==> src/rtl/ysyx_25070198_lsu_pkg.sv <==
// Shared types and codes for the extended load/store unit.
package ysyx_25070198_lsu_pkg;

    typedef enum logic [1:0] {
        IDLE,
        WAIT,
        RESP
    } lsu_state_t;

    localparam logic [1:0] SZ_B = 2'd0;
    localparam logic [1:0] SZ_H = 2'd1;
    localparam logic [1:0] SZ_W = 2'd2;
    localparam logic [1:0] SZ_D = 2'd3;

    localparam logic [1:0] CAUSE_NONE     = 2'd0;
    localparam logic [1:0] CAUSE_MISALIGN = 2'd1;
    localparam logic [1:0] CAUSE_TIMEOUT  = 2'd2;
    localparam logic [1:0] CAUSE_ILLSIZE  = 2'd3;

    // Natural alignment: address must be a multiple of the access size.
    function automatic logic is_misaligned(input logic [2:0] addr_lo, input logic [1:0] size);
        case (size)
            SZ_B:    is_misaligned = 1'b0;
            SZ_H:    is_misaligned = addr_lo[0];
            SZ_W:    is_misaligned = |addr_lo[1:0];
            default: is_misaligned = |addr_lo;
        endcase
    endfunction

endpackage

==> src/rtl/ysyx_25070198_lsu_ext_if.sv <==
// EXU request, WBU response and SimpleBus data-port signals of the LSU.
// slave = the LSU's view, master = the surrounding pipeline and bus.
interface ysyx_25070198_lsu_ext_if #(
    parameter int DATA_W = 32,
    parameter int ADDR_W = 32
);
    logic                  req_valid;
    logic                  req_ready;
    logic                  req_wen;
    logic [ADDR_W-1:0]     req_addr;
    logic [DATA_W-1:0]     req_wdata;
    logic [1:0]            req_size;
    logic                  req_unsigned;
    logic                  resp_valid;
    logic                  resp_ready;
    logic [DATA_W-1:0]     resp_rdata;
    logic                  resp_err;
    logic [1:0]            resp_cause;
    logic                  lsu_reqValid;
    logic [ADDR_W-1:0]     lsu_addr;
    logic                  lsu_wen;
    logic [DATA_W-1:0]     lsu_wdata;
    logic [DATA_W/8-1:0]   lsu_wmask;
    logic [DATA_W-1:0]     lsu_rdata;
    logic                  lsu_respValid;

    modport slave (
        input  req_valid, req_wen, req_addr, req_wdata, req_size, req_unsigned,
        input  resp_ready, lsu_rdata, lsu_respValid,
        output req_ready, resp_valid, resp_rdata, resp_err, resp_cause,
        output lsu_reqValid, lsu_addr, lsu_wen, lsu_wdata, lsu_wmask
    );

    modport master (
        output req_valid, req_wen, req_addr, req_wdata, req_size, req_unsigned,
        output resp_ready, lsu_rdata, lsu_respValid,
        input  req_ready, resp_valid, resp_rdata, resp_err, resp_cause,
        input  lsu_reqValid, lsu_addr, lsu_wen, lsu_wdata, lsu_wmask
    );
endinterface

==> src/rtl/ysyx_25070198_lsu_align.sv <==
// Byte-lane mask, store-data lane shift and load extraction/extension.
module ysyx_25070198_lsu_align
    import ysyx_25070198_lsu_pkg::*;
#(
    parameter int DATA_W = 32
) (
    input  logic [1:0]                    size,
    input  logic [$clog2(DATA_W/8)-1:0]   off,
    input  logic                          is_unsigned,
    input  logic [DATA_W-1:0]             wdata,
    input  logic [DATA_W-1:0]             rdata,
    output logic [DATA_W/8-1:0]           wmask,
    output logic [DATA_W-1:0]             wdata_lane,
    output logic [DATA_W-1:0]             rdata_ext
);
    localparam int NB = DATA_W / 8;

    logic [NB-1:0]      base;
    logic [DATA_W-1:0]  bytesel;
    logic [DATA_W-1:0]  shifted;
    logic signed [7:0]  rd_b;
    logic signed [15:0] rd_h;
    logic signed [31:0] rd_w;

    always_comb begin
        base = '0;
        case (size)
            SZ_B:    base = NB'(1);
            SZ_H:    base = NB'(3);
            SZ_W:    base = NB'(15);
            default: base = '1;
        endcase

        bytesel = '0;
        for (int i = 0; i < NB; i++) begin
            bytesel[8*i +: 8] = {8{base[i]}};
        end

        wmask      = base << off;
        wdata_lane = (wdata & bytesel) << {off, 3'b000};

        // Bring the addressed lane down to bit 0, then extend by size.
        shifted = rdata >> {off, 3'b000};
        rd_b    = shifted[7:0];
        rd_h    = shifted[15:0];
        rd_w    = shifted[31:0];

        rdata_ext = shifted;
        case (size)
            SZ_B: begin
                if (is_unsigned) rdata_ext = DATA_W'(shifted[7:0]);
                else             rdata_ext = DATA_W'(rd_b);
            end
            SZ_H: begin
                if (is_unsigned) rdata_ext = DATA_W'(shifted[15:0]);
                else             rdata_ext = DATA_W'(rd_h);
            end
            SZ_W: begin
                if (is_unsigned) rdata_ext = DATA_W'(shifted[31:0]);
                else             rdata_ext = DATA_W'(rd_w);
            end
            default: rdata_ext = shifted;
        endcase
    end

endmodule

==> src/rtl/ysyx_25070198_lsu_ext.sv <==
// Load/store unit between EXU and the SimpleBus data port: latches one access,
// drives the bus, bounds latency with a timeout and returns data or an error.
module ysyx_25070198_lsu_ext
    import ysyx_25070198_lsu_pkg::*;
#(
    parameter int DATA_W         = 32,
    parameter int ADDR_W         = 32,
    parameter int TIMEOUT_CYCLES = 255
) (
    input logic                     clk,
    input logic                     rst,
    ysyx_25070198_lsu_ext_if.slave  bus
);
    localparam int NB    = DATA_W / 8;
    localparam int OFF_W = $clog2(NB);
    localparam int CNT_W = (TIMEOUT_CYCLES > 0) ? $clog2(TIMEOUT_CYCLES + 1) : 1;

    lsu_state_t          state;
    logic [CNT_W-1:0]    cnt;
    logic [1:0]          size_p1;
    logic [OFF_W-1:0]    off_p1;
    logic                unsigned_p1;

    logic                lsu_reqvalid_r;
    logic [ADDR_W-1:0]   lsu_addr_r;
    logic                lsu_wen_r;
    logic [DATA_W-1:0]   lsu_wdata_r;
    logic [NB-1:0]       lsu_wmask_r;
    logic                resp_valid_r;
    logic [DATA_W-1:0]   resp_rdata_r;
    logic                resp_err_r;
    logic [1:0]          resp_cause_r;

    logic                accept;
    logic                illegal;
    logic                misalign;
    logic                timeout_hit;
    logic [1:0]          size_sel;
    logic [OFF_W-1:0]    off_sel;
    logic [NB-1:0]       al_wmask;
    logic [DATA_W-1:0]   al_wdata;
    logic [DATA_W-1:0]   al_rdata;

    assign accept   = bus.req_valid && (state == IDLE);
    assign illegal  = (DATA_W == 32) && (bus.req_size == SZ_D);
    assign misalign = is_misaligned(bus.req_addr[2:0], bus.req_size);
    // cnt holds the number of WAIT cycles already spent; this is the last one.
    assign timeout_hit = (TIMEOUT_CYCLES != 0) && (cnt == CNT_W'(TIMEOUT_CYCLES - 1));

    // The aligner sees the live request in IDLE and the latched one afterwards.
    assign size_sel = (state == IDLE) ? bus.req_size : size_p1;
    assign off_sel  = (state == IDLE) ? bus.req_addr[OFF_W-1:0] : off_p1;

    ysyx_25070198_lsu_align #(.DATA_W(DATA_W)) u_align (
        .size        (size_sel),
        .off         (off_sel),
        .is_unsigned (unsigned_p1),
        .wdata       (bus.req_wdata),
        .rdata       (bus.lsu_rdata),
        .wmask       (al_wmask),
        .wdata_lane  (al_wdata),
        .rdata_ext   (al_rdata)
    );

    always_ff @(posedge clk or posedge rst) begin
        if (rst) begin
            state          <= IDLE;
            cnt            <= '0;
            size_p1        <= '0;
            off_p1         <= '0;
            unsigned_p1    <= 1'b0;
            lsu_reqvalid_r <= 1'b0;
            lsu_addr_r     <= '0;
            lsu_wen_r      <= 1'b0;
            lsu_wdata_r    <= '0;
            lsu_wmask_r    <= '0;
            resp_valid_r   <= 1'b0;
            resp_rdata_r   <= '0;
            resp_err_r     <= 1'b0;
            resp_cause_r   <= CAUSE_NONE;
        end else begin
            case (state)
                IDLE: begin
                    if (accept) begin
                        size_p1     <= bus.req_size;
                        off_p1      <= bus.req_addr[OFF_W-1:0];
                        unsigned_p1 <= bus.req_unsigned;
                        cnt         <= '0;
                        if (illegal || misalign) begin
                            state        <= RESP;
                            resp_valid_r <= 1'b1;
                            resp_err_r   <= 1'b1;
                            resp_rdata_r <= '0;
                            resp_cause_r <= illegal ? CAUSE_ILLSIZE : CAUSE_MISALIGN;
                        end else begin
                            state          <= WAIT;
                            lsu_reqvalid_r <= 1'b1;
                            lsu_addr_r     <= {bus.req_addr[ADDR_W-1:OFF_W], {OFF_W{1'b0}}};
                            lsu_wen_r      <= bus.req_wen;
                            lsu_wdata_r    <= al_wdata;
                            lsu_wmask_r    <= al_wmask;
                        end
                    end
                end
                WAIT: begin
                    // A reply in the timeout cycle still counts as a success.
                    if (bus.lsu_respValid) begin
                        state          <= RESP;
                        lsu_reqvalid_r <= 1'b0;
                        resp_valid_r   <= 1'b1;
                        resp_err_r     <= 1'b0;
                        resp_cause_r   <= CAUSE_NONE;
                        resp_rdata_r   <= lsu_wen_r ? '0 : al_rdata;
                    end else if (timeout_hit) begin
                        state          <= RESP;
                        lsu_reqvalid_r <= 1'b0;
                        resp_valid_r   <= 1'b1;
                        resp_err_r     <= 1'b1;
                        resp_cause_r   <= CAUSE_TIMEOUT;
                        resp_rdata_r   <= '0;
                    end else if (cnt != '1) begin
                        cnt <= cnt + 1'b1;
                    end
                end
                RESP: begin
                    if (bus.resp_ready) begin
                        state        <= IDLE;
                        resp_valid_r <= 1'b0;
                        resp_err_r   <= 1'b0;
                        resp_cause_r <= CAUSE_NONE;
                        resp_rdata_r <= '0;
                    end
                end
                default: state <= IDLE;
            endcase
        end
    end

    assign bus.req_ready    = (state == IDLE);
    assign bus.lsu_reqValid = lsu_reqvalid_r;
    assign bus.lsu_addr     = lsu_addr_r;
    assign bus.lsu_wen      = lsu_wen_r;
    assign bus.lsu_wdata    = lsu_wdata_r;
    assign bus.lsu_wmask    = lsu_wmask_r;
    assign bus.resp_valid   = resp_valid_r;
    assign bus.resp_rdata   = resp_rdata_r;
    assign bus.resp_err     = resp_err_r;
    assign bus.resp_cause   = resp_cause_r;

endmodule

==> src/flat_wrapper.sv <==
// flat-port wrapper written by rule: the top's interface ports become plain ports
module ysyx_25070198_lsu_ext_flat import ysyx_25070198_lsu_pkg::*;
#(
    parameter int DATA_W         = 32,
    parameter int ADDR_W         = 32,
    parameter int TIMEOUT_CYCLES = 255
)
  (clk, rst, bus_req_valid, bus_req_wen, bus_req_addr, bus_req_wdata, bus_req_size, bus_req_unsigned, bus_resp_ready, bus_lsu_rdata, bus_lsu_respValid, bus_req_ready, bus_resp_valid, bus_resp_rdata, bus_resp_err, bus_resp_cause, bus_lsu_reqValid, bus_lsu_addr, bus_lsu_wen, bus_lsu_wdata, bus_lsu_wmask);
  ysyx_25070198_lsu_ext_if #(.DATA_W(DATA_W), .ADDR_W(ADDR_W)) bus_i ();
  input logic clk;
  input logic rst;
  input wire logic [$bits(bus_i.req_valid)-1:0] bus_req_valid;
  input wire logic [$bits(bus_i.req_wen)-1:0] bus_req_wen;
  input wire logic [$bits(bus_i.req_addr)-1:0] bus_req_addr;
  input wire logic [$bits(bus_i.req_wdata)-1:0] bus_req_wdata;
  input wire logic [$bits(bus_i.req_size)-1:0] bus_req_size;
  input wire logic [$bits(bus_i.req_unsigned)-1:0] bus_req_unsigned;
  input wire logic [$bits(bus_i.resp_ready)-1:0] bus_resp_ready;
  input wire logic [$bits(bus_i.lsu_rdata)-1:0] bus_lsu_rdata;
  input wire logic [$bits(bus_i.lsu_respValid)-1:0] bus_lsu_respValid;
  output wire logic [$bits(bus_i.req_ready)-1:0] bus_req_ready;
  output wire logic [$bits(bus_i.resp_valid)-1:0] bus_resp_valid;
  output wire logic [$bits(bus_i.resp_rdata)-1:0] bus_resp_rdata;
  output wire logic [$bits(bus_i.resp_err)-1:0] bus_resp_err;
  output wire logic [$bits(bus_i.resp_cause)-1:0] bus_resp_cause;
  output wire logic [$bits(bus_i.lsu_reqValid)-1:0] bus_lsu_reqValid;
  output wire logic [$bits(bus_i.lsu_addr)-1:0] bus_lsu_addr;
  output wire logic [$bits(bus_i.lsu_wen)-1:0] bus_lsu_wen;
  output wire logic [$bits(bus_i.lsu_wdata)-1:0] bus_lsu_wdata;
  output wire logic [$bits(bus_i.lsu_wmask)-1:0] bus_lsu_wmask;
  assign bus_i.req_valid = bus_req_valid;
  assign bus_i.req_wen = bus_req_wen;
  assign bus_i.req_addr = bus_req_addr;
  assign bus_i.req_wdata = bus_req_wdata;
  assign bus_i.req_size = bus_req_size;
  assign bus_i.req_unsigned = bus_req_unsigned;
  assign bus_i.resp_ready = bus_resp_ready;
  assign bus_i.lsu_rdata = bus_lsu_rdata;
  assign bus_i.lsu_respValid = bus_lsu_respValid;
  assign bus_req_ready = bus_i.req_ready;
  assign bus_resp_valid = bus_i.resp_valid;
  assign bus_resp_rdata = bus_i.resp_rdata;
  assign bus_resp_err = bus_i.resp_err;
  assign bus_resp_cause = bus_i.resp_cause;
  assign bus_lsu_reqValid = bus_i.lsu_reqValid;
  assign bus_lsu_addr = bus_i.lsu_addr;
  assign bus_lsu_wen = bus_i.lsu_wen;
  assign bus_lsu_wdata = bus_i.lsu_wdata;
  assign bus_lsu_wmask = bus_i.lsu_wmask;
  ysyx_25070198_lsu_ext #(.DATA_W(DATA_W), .ADDR_W(ADDR_W), .TIMEOUT_CYCLES(TIMEOUT_CYCLES)) u_core (.clk(clk), .rst(rst), .bus(bus_i));
endmodule
==> config.mk <==
export PLATFORM = sky130hd
export DESIGN_NAME = ysyx_25070198_lsu_ext_flat
export DESIGN_NICKNAME = d
export VERILOG_FILES = /design/src/rtl/ysyx_25070198_lsu_pkg.sv /design/src/rtl/ysyx_25070198_lsu_ext_if.sv /design/src/rtl/ysyx_25070198_lsu_align.sv /design/src/rtl/ysyx_25070198_lsu_ext.sv /design/src/flat_wrapper.sv
export SDC_FILE = /design/constraint.sdc
export NUM_CORES = 1
export LEC_CHECK = 0
export CAP_MARGIN = 20
export CORE_MARGIN = 2
export CORE_UTILIZATION = 45
export CTS_CLUSTER_SIZE = 30
export DETAILED_ROUTE_END_ITERATION = 10
export MAX_ROUTING_LAYER = met4
export PLACE_DENSITY = 0.8
export RECOVER_POWER = 50
export SLEW_MARGIN = 15
export SYNTH_ARGS = -nofsm -noshare
export SYNTH_HDL_FRONTEND = slang
export SYNTH_SLANG_ARGS = --single-unit
==> constraint.sdc <==
create_clock -name clk -period 4 [get_ports clk]
set_input_delay 0.6 -clock clk [delete_from_list [all_inputs] [get_ports clk]]
set_output_delay 0.6 -clock clk [all_outputs]
set_load 0.1 [all_outputs]
# Yosys cells after proc, flatten, opt, wreduce, memory -nomap -nowiden
# Index checks and enable logic that the tools add are counted.
# W data, S select, Z words.
# word_totals
register_bits	119
inputBits	105
out_inout_bits	107
# classes
add_sub_neg	1
eq_ne	16
n_shift	3
n_mux	43
bitwise_logic	2
reduce_logical	15
# op_table
cell	n
$mux W32	8
$pmux W32 S3	1
$pmux W32 S2	1
$and A32 B32 Y32	1
$mux W8	4
$shl A32 B5 Y32	1
$shr A32 B5 Y32	1
$mux W2	11
$pmux W8 S2	1
$pmux W2 S3	2
$mux W1	10
$reduce_and A5 Y1	2
$pmux W1 S3	3
$add A8 B1 Y8 const B	1
$eq A8 B8 Y1 const B	1
$ne A2 B2 Y1 const B	4
$ne A8 B8 Y1 const B	1
$pmux W4 S2	1
$eq A2 B1 Y1 const B	3
$eq A2 B2 Y1 const B	3
$logic_not A2 Y1	3
$ne A2 B1 Y1 const B	3
$reduce_and A3 Y1	2
$reduce_and A4 Y1	1
other kinds (11)	11

# Longest topological paths before layout
# Gate-level depths: netlist (run 1).
# logic_depth
depth_word	8
mapped_depth	11
depth_no_buf	7

# By module
# Synthesis (run 1) repeated with hierarchy kept, for this count alone.
# unflattened
cells_unflattened	535
hier_area_um2	6372.4
# modules_own_cells
mod	instances	cells_each	area_per_inst_um2
ysyx_25070198_lsu_ext	1	337	4998.5
ysyx_25070198_lsu_align	1	198	1373.8

# Worst setup path before layout (run 1)
# OpenSTA, ideal clock, no wires.
# synth_timing
path_kind	register to register
start	register u_core.state[0]
end	register u_core.resp_rdata_r[16] (netlist: u_core.bus.resp_rdata[16])
arrival_time_ns	2.781
required_ns	3.917
slack_ns	1.136
path_stages_with_launch	11
synth_period_minus_slack_ns	2.864
cell_sequence	dfrtp_1 inv_1 ha_1 buf_6 mux2_4 buf_6 mux2i_4 o22ai_4 a22oi_4 buf_6 o21ai_0
# synth_between
elab_chain_cells	8
elab_cells_between_ends	21
# synth_rtl
item	line_no	source
from (decl)	ysyx_25070198_lsu_ext.sv:18	lsu_state_t state;
from (signal assigned)	ysyx_25070198_lsu_ext.sv:67	state <= IDLE;
from (signal assigned)	ysyx_25070198_lsu_ext.sv:90	state <= RESP;
from (signal assigned)	ysyx_25070198_lsu_ext.sv:96	state <= WAIT;
$logic_not A2 Y1 *	-	
named net bus_req_ready	flat_wrapper.sv:21	output wire logic [$bits(bus_i.req_ready)-1:0] bus_req_ready;
$mux W2	ysyx_25070198_lsu_ext.sv:52	assign off_sel = (state == IDLE) ? bus.req_addr[OFF_W-1:0] : off_p1;
$shr A32 B5 Y32	ysyx_25070198_lsu_align.sv:43	shifted = rdata >> {off, 3'b000};
$mux W32, on equally long branches	ysyx_25070198_lsu_align.sv:55, ysyx_25070198_lsu_align.sv:51	
$pmux W32 S2	ysyx_25070198_lsu_align.sv:49	case (size)
$mux W32	ysyx_25070198_lsu_ext.sv:113	resp_rdata_r <= lsu_wen_r ? '0 : al_rdata;
$mux W32	ysyx_25070198_lsu_ext.sv:107	if (bus.lsu_respValid) begin
$pmux W32 S3	ysyx_25070198_lsu_ext.sv:82	case (state)
to (signal assigned)	ysyx_25070198_lsu_ext.sv:113	
to (decl)	ysyx_25070198_lsu_ext.sv:30	logic [DATA_W-1:0] resp_rdata_r;
# The timed path passes the listed nets; every way through them passes the cells marked *.
# A chain may end at the register's enable or synchronous reset.

# Worst setup path after layout (run 1)
# layout_timing
start	register u_core.state[0]
end	register u_core.resp_rdata_r[9] (netlist: u_core.bus.resp_rdata[9])
# layout_between
elab_chain_cells	8
elab_cells_between_ends	21
# layout_rtl
item	line_no
$logic_not A2 Y1	-
$mux W2	ysyx_25070198_lsu_ext.sv:52
$shr A32 B5 Y32	ysyx_25070198_lsu_align.sv:43
$mux W32, on equally long branches	ysyx_25070198_lsu_align.sv:55, ysyx_25070198_lsu_align.sv:51
$pmux W32 S2	ysyx_25070198_lsu_align.sv:49
$mux W32	ysyx_25070198_lsu_ext.sv:113
$mux W32	ysyx_25070198_lsu_ext.sv:107
$pmux W32 S3	ysyx_25070198_lsu_ext.sv:82
# Parallel ways exist; a longest one is shown, timed or not.

==> results of run 1 <==
-- layer usage --
metal	vias to the layer above	GRT usage	part of all wire
met5	-	-	0
met4	0	0.106	0.024
met3	41	0.0661	0.074
met2	287	0.411	0.48
met1	2769	0.343	0.42
li1	2697	-	-
-- synth_stat cells, types with 2 or more instances --
cell                          n  area (µm²)
sky130_fd_sc_hd__nand3b_1     2        15.0
sky130_fd_sc_hd__inv_1        8        30.0
sky130_fd_sc_hd__clkbuf_1    23        86.3
sky130_fd_sc_hd__buf_6        4        45.0
sky130_fd_sc_hd__o31ai_1      3        22.5
sky130_fd_sc_hd__o21ai_1      5        25.0
sky130_fd_sc_hd__a21oi_1     29         145
sky130_fd_sc_hd__a22o_1       4        35.0
sky130_fd_sc_hd__or3_1        2        12.5
sky130_fd_sc_hd__ha_1         6        75.1
sky130_fd_sc_hd__or3b_1       2        17.5
sky130_fd_sc_hd__nand3_1     35         175
sky130_fd_sc_hd__mux2i_1     18         180
sky130_fd_sc_hd__o21a_1       7        52.6
sky130_fd_sc_hd__a31oi_1      9        56.3
sky130_fd_sc_hd__nor2b_1      2        12.5
sky130_fd_sc_hd__buf_2       17        85.1
sky130_fd_sc_hd__a221oi_1     7        61.3
sky130_fd_sc_hd__o21bai_1     2        15.0
sky130_fd_sc_hd__a22oi_1      9        67.6
sky130_fd_sc_hd__nand2_1    201         754
sky130_fd_sc_hd__a32o_1       7        70.1
sky130_fd_sc_hd__nand2b_1     5        31.3
sky130_fd_sc_hd__buf_4        3        22.5
sky130_fd_sc_hd__mux2_2       6        67.6
sky130_fd_sc_hd__nand4_1     11        68.8
sky130_fd_sc_hd__dfrtp_1    119        2980
sky130_fd_sc_hd__o221ai_1     6        52.6
sky130_fd_sc_hd__nor2_1      13        48.8
sky130_fd_sc_hd__o21ai_0     59         295
sky130_fd_sc_hd__o22ai_1      2        12.5
sky130_fd_sc_hd__and3_1       3        18.8
sky130_fd_sc_hd__and2_1       8        50.1
sky130_fd_sc_hd__a2bb2oi_1    8        70.1
-- registers in the layout, indices dropped and copies added, names as in the netlist --
| register | cells |
|---|---|
| u_core.bus.lsu_reqValid | 1 |
| u_core.bus.lsu_wen | 1 |
| u_core.off_p1 | 2 |
| u_core.state | 2 |
| u_core.cnt | 8 |
| u_core.bus.lsu_wmask | 4 |
| u_core.bus.resp_valid | 1 |
| u_core.bus.resp_cause | 2 |
| u_core.bus.lsu_wdata | 32 |
| u_core.size_p1 | 2 |
| u_core.unsigned_p1 | 1 |
| u_core.bus.lsu_addr | 30 |
| u_core.bus.resp_err | 1 |
| u_core.bus.resp_rdata | 32 |
-- worst min-delay path by stage --
stage,from,to,slack (ns)
finish,u_core.bus.lsu_wdata[7]$_DFFE_PP0P_,u_core.bus.lsu_wdata[7]$_DFFE_PP0P_,0.47
global route,u_core.bus.lsu_addr[13]$_DFFE_PP0P_,u_core.bus.lsu_addr[13]$_DFFE_PP0P_,0.49
floorplan,u_core.state[1]$_DFFE_PP0P_,u_core.state[1]$_DFFE_PP0P_,0.49
global placement,u_core.bus.lsu_wdata[5]$_DFFE_PP0P_,u_core.bus.lsu_wdata[5]$_DFFE_PP0P_,0.45
detailed placement,u_core.bus.lsu_addr[13]$_DFFE_PP0P_,u_core.bus.lsu_addr[13]$_DFFE_PP0P_,0.46
CTS,u_core.bus.lsu_wdata[6]$_DFFE_PP0P_,u_core.bus.lsu_wdata[6]$_DFFE_PP0P_,0.48
-- final cells by class --
type	count	area, µm²
clock buffer	23	468
fill	1056	4400
tap	176	220
inverter	8	31.3
antenna	1	2.50
timing repair buffer	216	2150
multi-input combinational	489	2730
sequential	119	2980
clock inverter	9	100
-- worst min-delay path, cell delays in order (launching register included) --
cell and delay, ns:
sky130_fd_sc_hd__dfrtp_1 0.34, sky130_fd_sc_hd__nand2_1 0.05, sky130_fd_sc_hd__nand2_1 0.05
-- stage by stage --
step | std cells | worst slack (ns) | hold WS (ns) | utilization
2_1_floorplan | 664 | 0.243 | 0.488 | -
3_3_place_gp | 1008 | 0.863 | 0.451 | 0.620
3_5_place_dp | 1008 | 0.769 | 0.462 | 0.620
4_1_cts | 1040 | 0.785 | 0.476 | 0.664
5_1_grt | 1041 | 0.501 | 0.494 | 0.664
6_report | 1041 | 0.730 | 0.471 | 0.664
-- kinds of logic after synthesis --
group | share of synthesized area
AOI/OAI and AO/OA | 0.180
adders and majority gates | 0.0126
buffers and inverters | 0.0458
DFF | 0.501
muxes | 0.0479
other | 0.000630
and+or+nand+nor | 0.212
==> results.txt, run 1 <==
Summing over every cut layer, the via total after detailed routing is 5,794. The final reports fail on max-capacitance violations, max-slew violations. The minimum clock period came out at 3.27 ns. The TritonCTS clock tree is done. The final weighted congestion in routability-driven placement is 0.944.

The startpoint-to-endpoint class of the critical path is reg2reg. The number of nets still failing antenna checks after routing came out at 0. After detailed routing, the average wire length per cell comes to 17.4 µm. The proportion of layout cells with a drive suffix above 1 is 0.0625. The sum of overflow across all layers after global routing is 0. The die is 119 µm wide. Clock tree synthesis inserted a total of 17 buffers. The effective utilization at floorplan is 0.455. The worst pin sits at a relative slew slack of -0.738. The top fanout value on the critical path is 46. The tree is rooted in a sky130_fd_sc_hd__clkbuf_16. The final worst clock skew is 0.00718 ns. The worst hold path cell count is 2. The slew at the pin closest to its max-slew limit came out at 2.59 ns.

The number of search-and-repair iterations in the first detailed-routing pass came out at 5. The first global-routing pass estimated 29.1 mm of wire. Setup violations remaining at the end of the flow were counted as 0. The floorplan row count is 42.

The buffer levels on the longest clock path is 2. The vertical extent of the die came out at 119 µm. The hold-fix buffer count after cts came out at 0.

Setup repair after global routing left no endpoint under its margin. The number of hold-slack violations in the final timing report came out at 0. The final critical-path share of the clock period came out at 0.818. The overall track demand over capacity in global routing is 0.268.

The library cell used most frequently in the layout, excluding fill and tap cells, is sky130_fd_sc_hd__nand2_1. The async set or reset register ratio after synthesis is 1.00. At the worst endpoint, the arrival time is 3.59 ns. The post-CTS clock slew at the launch and capture registers of the worst setup and hold paths is 0.05 ns. The die footprint came out at 14,200 µm².

The cell with the largest stage delay on the worst path is sky130_fd_sc_hd__ha_1. After detailed placement, the total cell area comes to 8120 µm². The signal on the critical path passes through inv_1 -> ha_1 -> mux2_4 -> nor2_1 -> and2_1 -> a221oi_1 -> o21ai_0. The post-route cell area is 8680 µm².

STA classifies the critical path startpoint as a flip-flop. The clock net in this run drives a total of 119 sinks. The tightest min-delay check is of the reg2reg type.

The depth of the most critical reg-to-reg path is 7. After clock tree synthesis, the setup repair step added 0 buffers. The post-detailed-placement half-perimeter wirelength came out at 12.9 mm.

The number of synthesized flops with an enable pin came out at 0. The critical path data required time came out at 4.32 ns. The synthesis warning total is 0. The share of the Yosys chip area taken by registers is 0.501. The post-synthesis cell count came out at 663. The final count of pins violating max slew is 58. The wire length after detailed routing came out at 18.1 mm. The kind of end point of the critical path is a flip-flop. The synthesized area divided by synthesized cell count is 8.97 µm².

Among all flip-flop cells after synthesis, the most frequent one is sky130_fd_sc_hd__dfrtp_1. The via count of the first global-routing pass came out at 5,695. The flow ran to the end, but the final reports show violations. The largest incremental delay on the critical path came out at 0.69 ns.

The later-pin clock latency in the skew report came out at 0.42 ns. The region available for standard cell placement spans 13,100 µm². Based on the critical path, the design can be clocked at up to 306 MHz. The initial antenna violation count is 1. In the layout the commonest cells are sky130_fd_sc_hd__nand2_1, sky130_fd_sc_hd__clkdlybuf4s50_1, sky130_fd_sc_hd__dfrtp_1.

Dividing the detail-routed via count by the number of cells gives 5.57. The critical path crosses 7 cells after its start point. The H-tree was split into 4 levels. Entering global routing, the biggest net connects 63 pins.

The worst-case register-to-register setup slack came out at 0.73 ns. The net count of the finished layout came out at 962. The cell family contributing the most delay on the critical path is simple AND/OR/NAND/NOR gates.

The count of unique library cells instantiated by Yosys is 52. 212 I/O pins were placed. The number of synthesized register bits is 119. From synthesis to final layout, the design area changed by 45.9%. The number of buffers inserted by port buffering is 209. In this run the critical register-to-register path is launched from u_core.state[0]$_DFFE_PP0P_.

The most critical setup path has its startpoint at u_core.state[0]$_DFFE_PP0P_. The capturing point of the worst reg2reg path is u_core.bus.resp_rdata[9]$_DFFE_PP0P_. The first routing iteration left 521 violations. The max-cap violation count came out at 1. The total standard cell area after synthesis came out at 5950 µm². The final routed DRC violation total came out at 0. The total buffers and inverters traversed by the critical path came out at 1. In the final timing run, aggregate negative setup slack is 0 ns.

The number of gates given a new drive strength after cts came out at 0. Following the worst setup path forward leads to its endpoint at u_core.bus.resp_rdata[9]$_DFFE_PP0P_.
Power of run 1 is not shown: default switching activity piles up to over one toggle a cycle in this logic, so the estimate is an artifact.
==> run 2: changes to the inputs <==
==> constraint.sdc (replaced) <==
create_clock -name clk -period 3.4 [get_ports clk]
set_input_delay 0.51 -clock clk [delete_from_list [all_inputs] [get_ports clk]]
set_output_delay 0.51 -clock clk [all_outputs]
set_load 0.1 [all_outputs]
==> results.txt, run 2 (synthesis results as in run 1) <==
The final-report setup violation count is 0. The post-CTS repair timing setup buffer count is 0. TritonCTS built the clock tree.

The later pin in the worst-skew pair is clocked with a latency of 0.41 ns. The number of gates given a new drive strength after cts came out at 0. The core area came out at 13,100 µm². The final critical-path share of the clock period is 0.852. The post-detailed-placement half-perimeter wirelength came out at 13.5 mm. Dividing the detail-routed via count by the number of cells gives 5.61.

After layout, the worst setup slack is 0.505 ns. The path with the worst hold slack has its endpoint at u_core.bus.lsu_addr[25]$_DFFE_PP0P_. The number of nets still failing antenna checks after routing is 0.

The tree is rooted in a sky130_fd_sc_hd__clkbuf_16. The worst hold path belongs to the class reg2reg. The slew at the pin closest to its max-slew limit came out at 1.94 ns. The library cell used most frequently in the layout, excluding fill and tap cells, is sky130_fd_sc_hd__nand2_1.

The post-CTS clock slew at the launch and capture registers of the worst setup and hold paths is 0.05 ns. The die footprint is 14,200 µm². The largest net degree at the start of global routing is 43. The wire length after detailed routing is 18.5 mm. The worst setup path is captured at a flip-flop. The final routed DRC violation total came out at 0. The buffer levels on the longest clock path is 2. The DRC violation total after the first TritonRoute iteration came out at 538. During I/O placement, the number of pins put on the boundary was 212. The final count of pins violating max slew came to 78. The floorplan has 42 rows.

The top fanout value on the critical path is 19. In the final design database the tool counted 968 nets. The startpoint-to-endpoint class of the critical path is reg2reg.

Dividing the detail-routed wire length by the instance count gives 17.7 µm. The via count of the first global-routing pass is 5,916. The post-route cell area came out at 8720 µm². The max-cap violation count is 2. The area growth from synthesis to layout is 46.6%. The effective utilization at floorplan came out at 0.455. The number of hold-slack violations in the final timing report is 0. The sum of negative setup slack is 0 ns. The capturing point of the worst reg2reg path is u_core.bus.resp_rdata[10]$_DFFE_PP0P_. The hold-fix buffer count after cts is 0. The flow ran to the end, but the final reports show violations. Global routing finished with a remaining overflow of 0. In the layout the commonest cells are sky130_fd_sc_hd__nand2_1, sky130_fd_sc_hd__clkdlybuf4s50_1, sky130_fd_sc_hd__dfrtp_1. Headroom to the max-slew limit came out at -0.292.

Buffers inserted during clock tree synthesis total 17. The number of diodes is 0. The depth of the most critical reg-to-reg path came out at 7. Setup repair after global routing left no endpoint under its margin.

The final worst clock skew is 0.0110 ns. In the final layout, the share of cells above drive strength 1 is 0.0634. The kind of launch point of the worst setup path is a flip-flop.

The via total after detailed routing is 5,855. In this run the most critical hold path is launched from u_core.bus.lsu_addr[25]$_DFFE_PP0P_. The number of buffers inserted by port buffering came out at 209. At the worst endpoint, the required time is 3.73 ns. The global-route wire length before repair came out at 29.8 mm. Routability-driven placement finished with a final weighted congestion of 0.957. The number of search-and-repair iterations in the first detailed-routing pass came out at 7. The number of H-tree levels came out at 4. The highest clock frequency the design can meet came out at 345 MHz. The post-place instance area came out at 8170 µm². The minimum clock period came out at 2.90 ns. The overall track demand over capacity in global routing came out at 0.273. The worst-case register-to-register setup slack came out at 0.50 ns.

The floorplan step set the die height to 119 µm. Counting instances, the worst hold path has a depth of 2. The worst setup slack after placement came out at 0.427 ns. For the worst setup path, the data arrival time is 3.22 ns. The checks that failed: max-capacitance violations, max-slew violations.

The initial antenna violation count is 0. The number of clock sinks came out at 119. From left edge to right edge, the die measures 119 µm. The critical register-to-register path startpoint is u_core.state[1]$_DFFE_PP0P_. The number of inserted filler cells in the final layout is 1,036.
-- run 2: changes by cell type in the layout (fill, tap and decap cells not counted), sizes merged, moves of 2 or more --
cell	delta
buf	+4
clkbuf	+5
clkdlybuf4s50	-3
clkinv	-3
clkinvlp	-2
dlygate4sd3	+3
-- run 2: critical path: stages (launching register included) --
cell and delay [ns]:
sky130_fd_sc_hd__dfrtp_1 0.41, sky130_fd_sc_hd__inv_1 0.10, sky130_fd_sc_hd__ha_1 0.48, sky130_fd_sc_hd__mux2_4 0.46
sky130_fd_sc_hd__nor2_1 0.65, sky130_fd_sc_hd__and2_1 0.38, sky130_fd_sc_hd__a221oi_1 0.13, sky130_fd_sc_hd__o21ai_0 0.18
-- run 2: metal layers --
layer / vias to the layer above / GRT usage / routed length [µm]
met5: - / - / 0
met4: 0 / 0.115 / 420
met3: 38 / 0.0637 / 1430
met2: 293 / 0.438 / 9160
met1: 2823 / 0.332 / 7520
li1: 2701 / - / -
-- run 2: worst max path at each step --
stage                                      startpoint                               endpoint  cells after the start
after floorplan           u_core.state[0]$_DFFE_PP0P_  u_core.bus.resp_rdata[16]$_DFFE_PP0P_                     10
after global placement                bus_req_addr[0]   u_core.bus.resp_rdata[9]$_DFFE_PP0P_                      6
after detailed placement              bus_req_addr[0]  u_core.bus.resp_rdata[16]$_DFFE_PP0P_                      6
after CTS                 u_core.state[0]$_DFFE_PP0P_  u_core.bus.resp_rdata[30]$_DFFE_PP0P_                      8
after global routing      u_core.state[0]$_DFFE_PP0P_  u_core.bus.resp_rdata[25]$_DFFE_PP0P_                      8
final                     u_core.state[1]$_DFFE_PP0P_  u_core.bus.resp_rdata[10]$_DFFE_PP0P_                      7
-- run 2: layout make-up --
class / instances / area, µm² / area share
flip-flops and latches: 119 / 2980 / 0.341
clock inverters: 3 / 40.0 / 0.00459
inverters: 8 / 31.3 / 0.00359
clock buffers: 27 / 513 / 0.0588
repair buffers: 222 / 2210 / 0.253
well taps: 176 / 220 / 0.0252
multi-input cells: 489 / 2730 / 0.313
-- run 2: metrics by stage --
step                cells  utilization  hold slack (ns)
finish               1044        0.667            0.468
global placement     1012        0.625            0.453
global route         1044        0.667            0.495
detailed placement   1012        0.625            0.465
CTS                  1042        0.667            0.477
floorplan             664            -            0.488
Power of run 2 is left out for the same reason.
==> run 3: changes to the inputs <==
--- a/config.mk
+++ b/config.mk
@@ -11,7 +11,7 @@
 export CTS_CLUSTER_SIZE = 30
 export DETAILED_ROUTE_END_ITERATION = 10
 export MAX_ROUTING_LAYER = met4
-export PLACE_DENSITY = 0.8
+export PLACE_DENSITY_LB_ADDON = 0.2
 export RECOVER_POWER = 50
 export SLEW_MARGIN = 15
 export SYNTH_ARGS = -nofsm -noshare
==> results.txt, run 3 (synthesis results as in run 1) <==
The flow ran to the end, but the final reports show violations. The final reports fail on max-capacitance violations, max-slew violations. The met2 usage in global routing is 0.414. The hold-fix buffer count after cts came out at 0. The number of vias per cell after detailed routing is 5.56.

TritonCTS built the clock tree. The number of clock sinks is 119. The clock root buffer is sky130_fd_sc_hd__clkbuf_16. The top fanout value on the critical path is 13. The initial utilization of the core area, before any placement, comes to 0.455. The final-report setup violation count is 0. For met1 alone, demand over resource in global routing was 0.337. The buffer levels on the longest clock path came out at 2. The number of search-and-repair iterations in the first detailed-routing pass is 5. The number of buffers inserted by port buffering came out at 209. At the pin with the least slew margin, the transition time is 2.13 ns. The type of the tightest min-delay check is reg2reg.

The final count of pins violating max slew came out at 121. Pin placement for this block handled 212 I/O pins. The max-cap violation count is 2. The net count of the finished layout is 967. In this run the horizontal extent of the chip is 119 µm. At the end of routability-driven placement, the weighted congestion stood at 0.946. The arrival time reported for the critical path endpoint is 3.25 ns. The first global-routing pass estimated 29.0 mm of wire. The worst setup path is launched from a flip-flop. In this run the standard cell core region covers 13,100 µm². The wire length after detailed routing is 18.0 mm. The post-detailed-placement half-perimeter wirelength is 13.0 mm. The die footprint is 14,200 µm². The final routed DRC violation total came out at 0. The number of diodes came out at 0.

The critical path data required time is 3.72 ns. The worst path needs 2.93 ns of the cycle, external delays included. After clock tree synthesis, the setup repair step added 0 buffers. The post-CTS clock slew at the launch and capture registers of the worst setup and hold paths is 0.05 ns. Measured against its own limit, the worst slew margin works out to -0.422. The layout overhead on the synthesized area is 46.4%. The critical path is of the reg2reg type. STA classifies the critical path endpoint as a flip-flop. The via total after detailed routing came out at 5,806. The commonest non-fill, non-tap cell in the layout is sky130_fd_sc_hd__nand2_1. The sum of overflow across all layers after global routing came out at 0.

The overall track demand over capacity in global routing came out at 0.267. The DRC violation total after the first TritonRoute iteration is 575. The later-pin clock latency in the skew report is 0.41 ns.

The via count of the first global-routing pass is 5,693. Dividing the final minimum period by the clock period gives 0.860. Once layout is complete, the cells apart from fillers number 1,045. In the final layout, the share of cells above drive strength 1 is 0.0656. The highest clock frequency the design can meet is 342 MHz. Setup repair after global routing left no endpoint under its margin. The H-tree generated during clock tree synthesis spans 4 levels. The number of buffers created by CTS is 17. The layer flagged by global routing as most heavily used is met2. Gates resized during post-CTS repair numbered 0. The count of placed standard cells including taps is 1,013. For met3 alone, demand over resource in global routing was 0.0632. The initial antenna violation count was 0. The floorplan row count came out at 42.

The number of nets still failing antenna checks after routing came out at 0. The placed instances occupy a cell area of 8170 µm². After detailed routing, the average wire length per cell comes to 17.2 µm. The largest net degree at the start of global routing is 81. The number of hold-slack violations in the final timing report came out at 0. After routing, the total negative slack on setup checks comes to 0 ns. Leaving out fill and tap cells, the most frequent cells in the layout are sky130_fd_sc_hd__nand2_1, sky130_fd_sc_hd__clkdlybuf4s50_1, sky130_fd_sc_hd__dfrtp_1. The vertical extent of the die came out at 119 µm.

Final hold analysis gives a worst-case slack of 0.463 ns. The final worst clock skew is 0.00658 ns. The post-route cell area is 8710 µm².
==> run 3: cell count changes in the layout (fill, tap and decap cells not counted) <==
cell,delta
sky130_fd_sc_hd__clkbuf_8,-3
sky130_fd_sc_hd__clkinv_2,+3
sky130_fd_sc_hd__clkinvlp_4,+3
sky130_fd_sc_hd__buf_12,-1
sky130_fd_sc_hd__bufinv_16,+1
sky130_fd_sc_hd__clkbuf_1,-1
sky130_fd_sc_hd__clkbuf_2,+1
sky130_fd_sc_hd__clkdlybuf4s50_1,-1
sky130_fd_sc_hd__clkinvlp_2,-1
sky130_fd_sc_hd__dlygate4sd3_1,+1
sky130_fd_sc_hd__dlymetal6s4s_1,-1
sky130_fd_sc_hd__nand3_1,+1
sky130_fd_sc_hd__nand3_2,-1
==> run 3: final cells by class <==
class,instances,area (µm²)
clock inverter,9,100
inverter,8,33.8
multi-input combinational,489,2730
clock buffer,23,468
tap,176,220
timing repair buffer,221,2180
fill,1032,4380
sequential,119,2980
==> run 3: final timing paths <==
| check | start | end | slack (ns) | cells after the start |
|---|---|---|---|---|
| min in group asynchronous | rst | u_core.bus.lsu_wdata[19]$_DFFE_PP0P_ | 1.27 | 3 |
| max in group asynchronous | rst | u_core.bus.lsu_addr[27]$_DFFE_PP0P_ | 0.79 | 3 |
| worst min register to register | u_core.bus.lsu_wdata[7]$_DFFE_PP0P_ | u_core.bus.lsu_wdata[7]$_DFFE_PP0P_ | 0.46 | 2 |
| worst min-delay path | u_core.bus.lsu_wdata[7]$_DFFE_PP0P_ | u_core.bus.lsu_wdata[7]$_DFFE_PP0P_ | 0.46 | 2 |
| worst max-delay path | u_core.state[0]$_DFFE_PP0P_ | u_core.bus.resp_rdata[11]$_DFFE_PP0P_ | 0.47 | 7 |
| worst max register to register | u_core.state[0]$_DFFE_PP0P_ | u_core.bus.resp_rdata[11]$_DFFE_PP0P_ | 0.47 | 7 |
==> run 3: critical path, stage by stage, from the launching register on <==
cell and delay, ns:
sky130_fd_sc_hd__dfrtp_1 0.41, sky130_fd_sc_hd__inv_1 0.09, sky130_fd_sc_hd__ha_1 0.54, sky130_fd_sc_hd__mux2_4 0.44, sky130_fd_sc_hd__nor2_1 0.64, sky130_fd_sc_hd__and2_1 0.38
sky130_fd_sc_hd__a221oi_1 0.12, sky130_fd_sc_hd__o21ai_0 0.21
==> run 3: layer usage <==
metal  vias to the layer above  wire [µm]  part of all wire
li1                       2706          -                 -
met1                      2782       7500              0.42
met2                       277       8780              0.49
met3                        41       1280             0.071
met4                         0        452             0.025
met5                         -          0                 0
==> run 3: per-stage QoR <==
| step | utilization | setup slack (ns) |
|---|---|---|
| floorplan | - | 0.536 |
| global placement | 0.624 | 0.612 |
| detailed placement | 0.624 | 0.497 |
| CTS | 0.668 | 0.455 |
| global route | 0.666 | 0.197 |
| finish | 0.666 | 0.475 |
Power of run 3 is left out for the same reason.
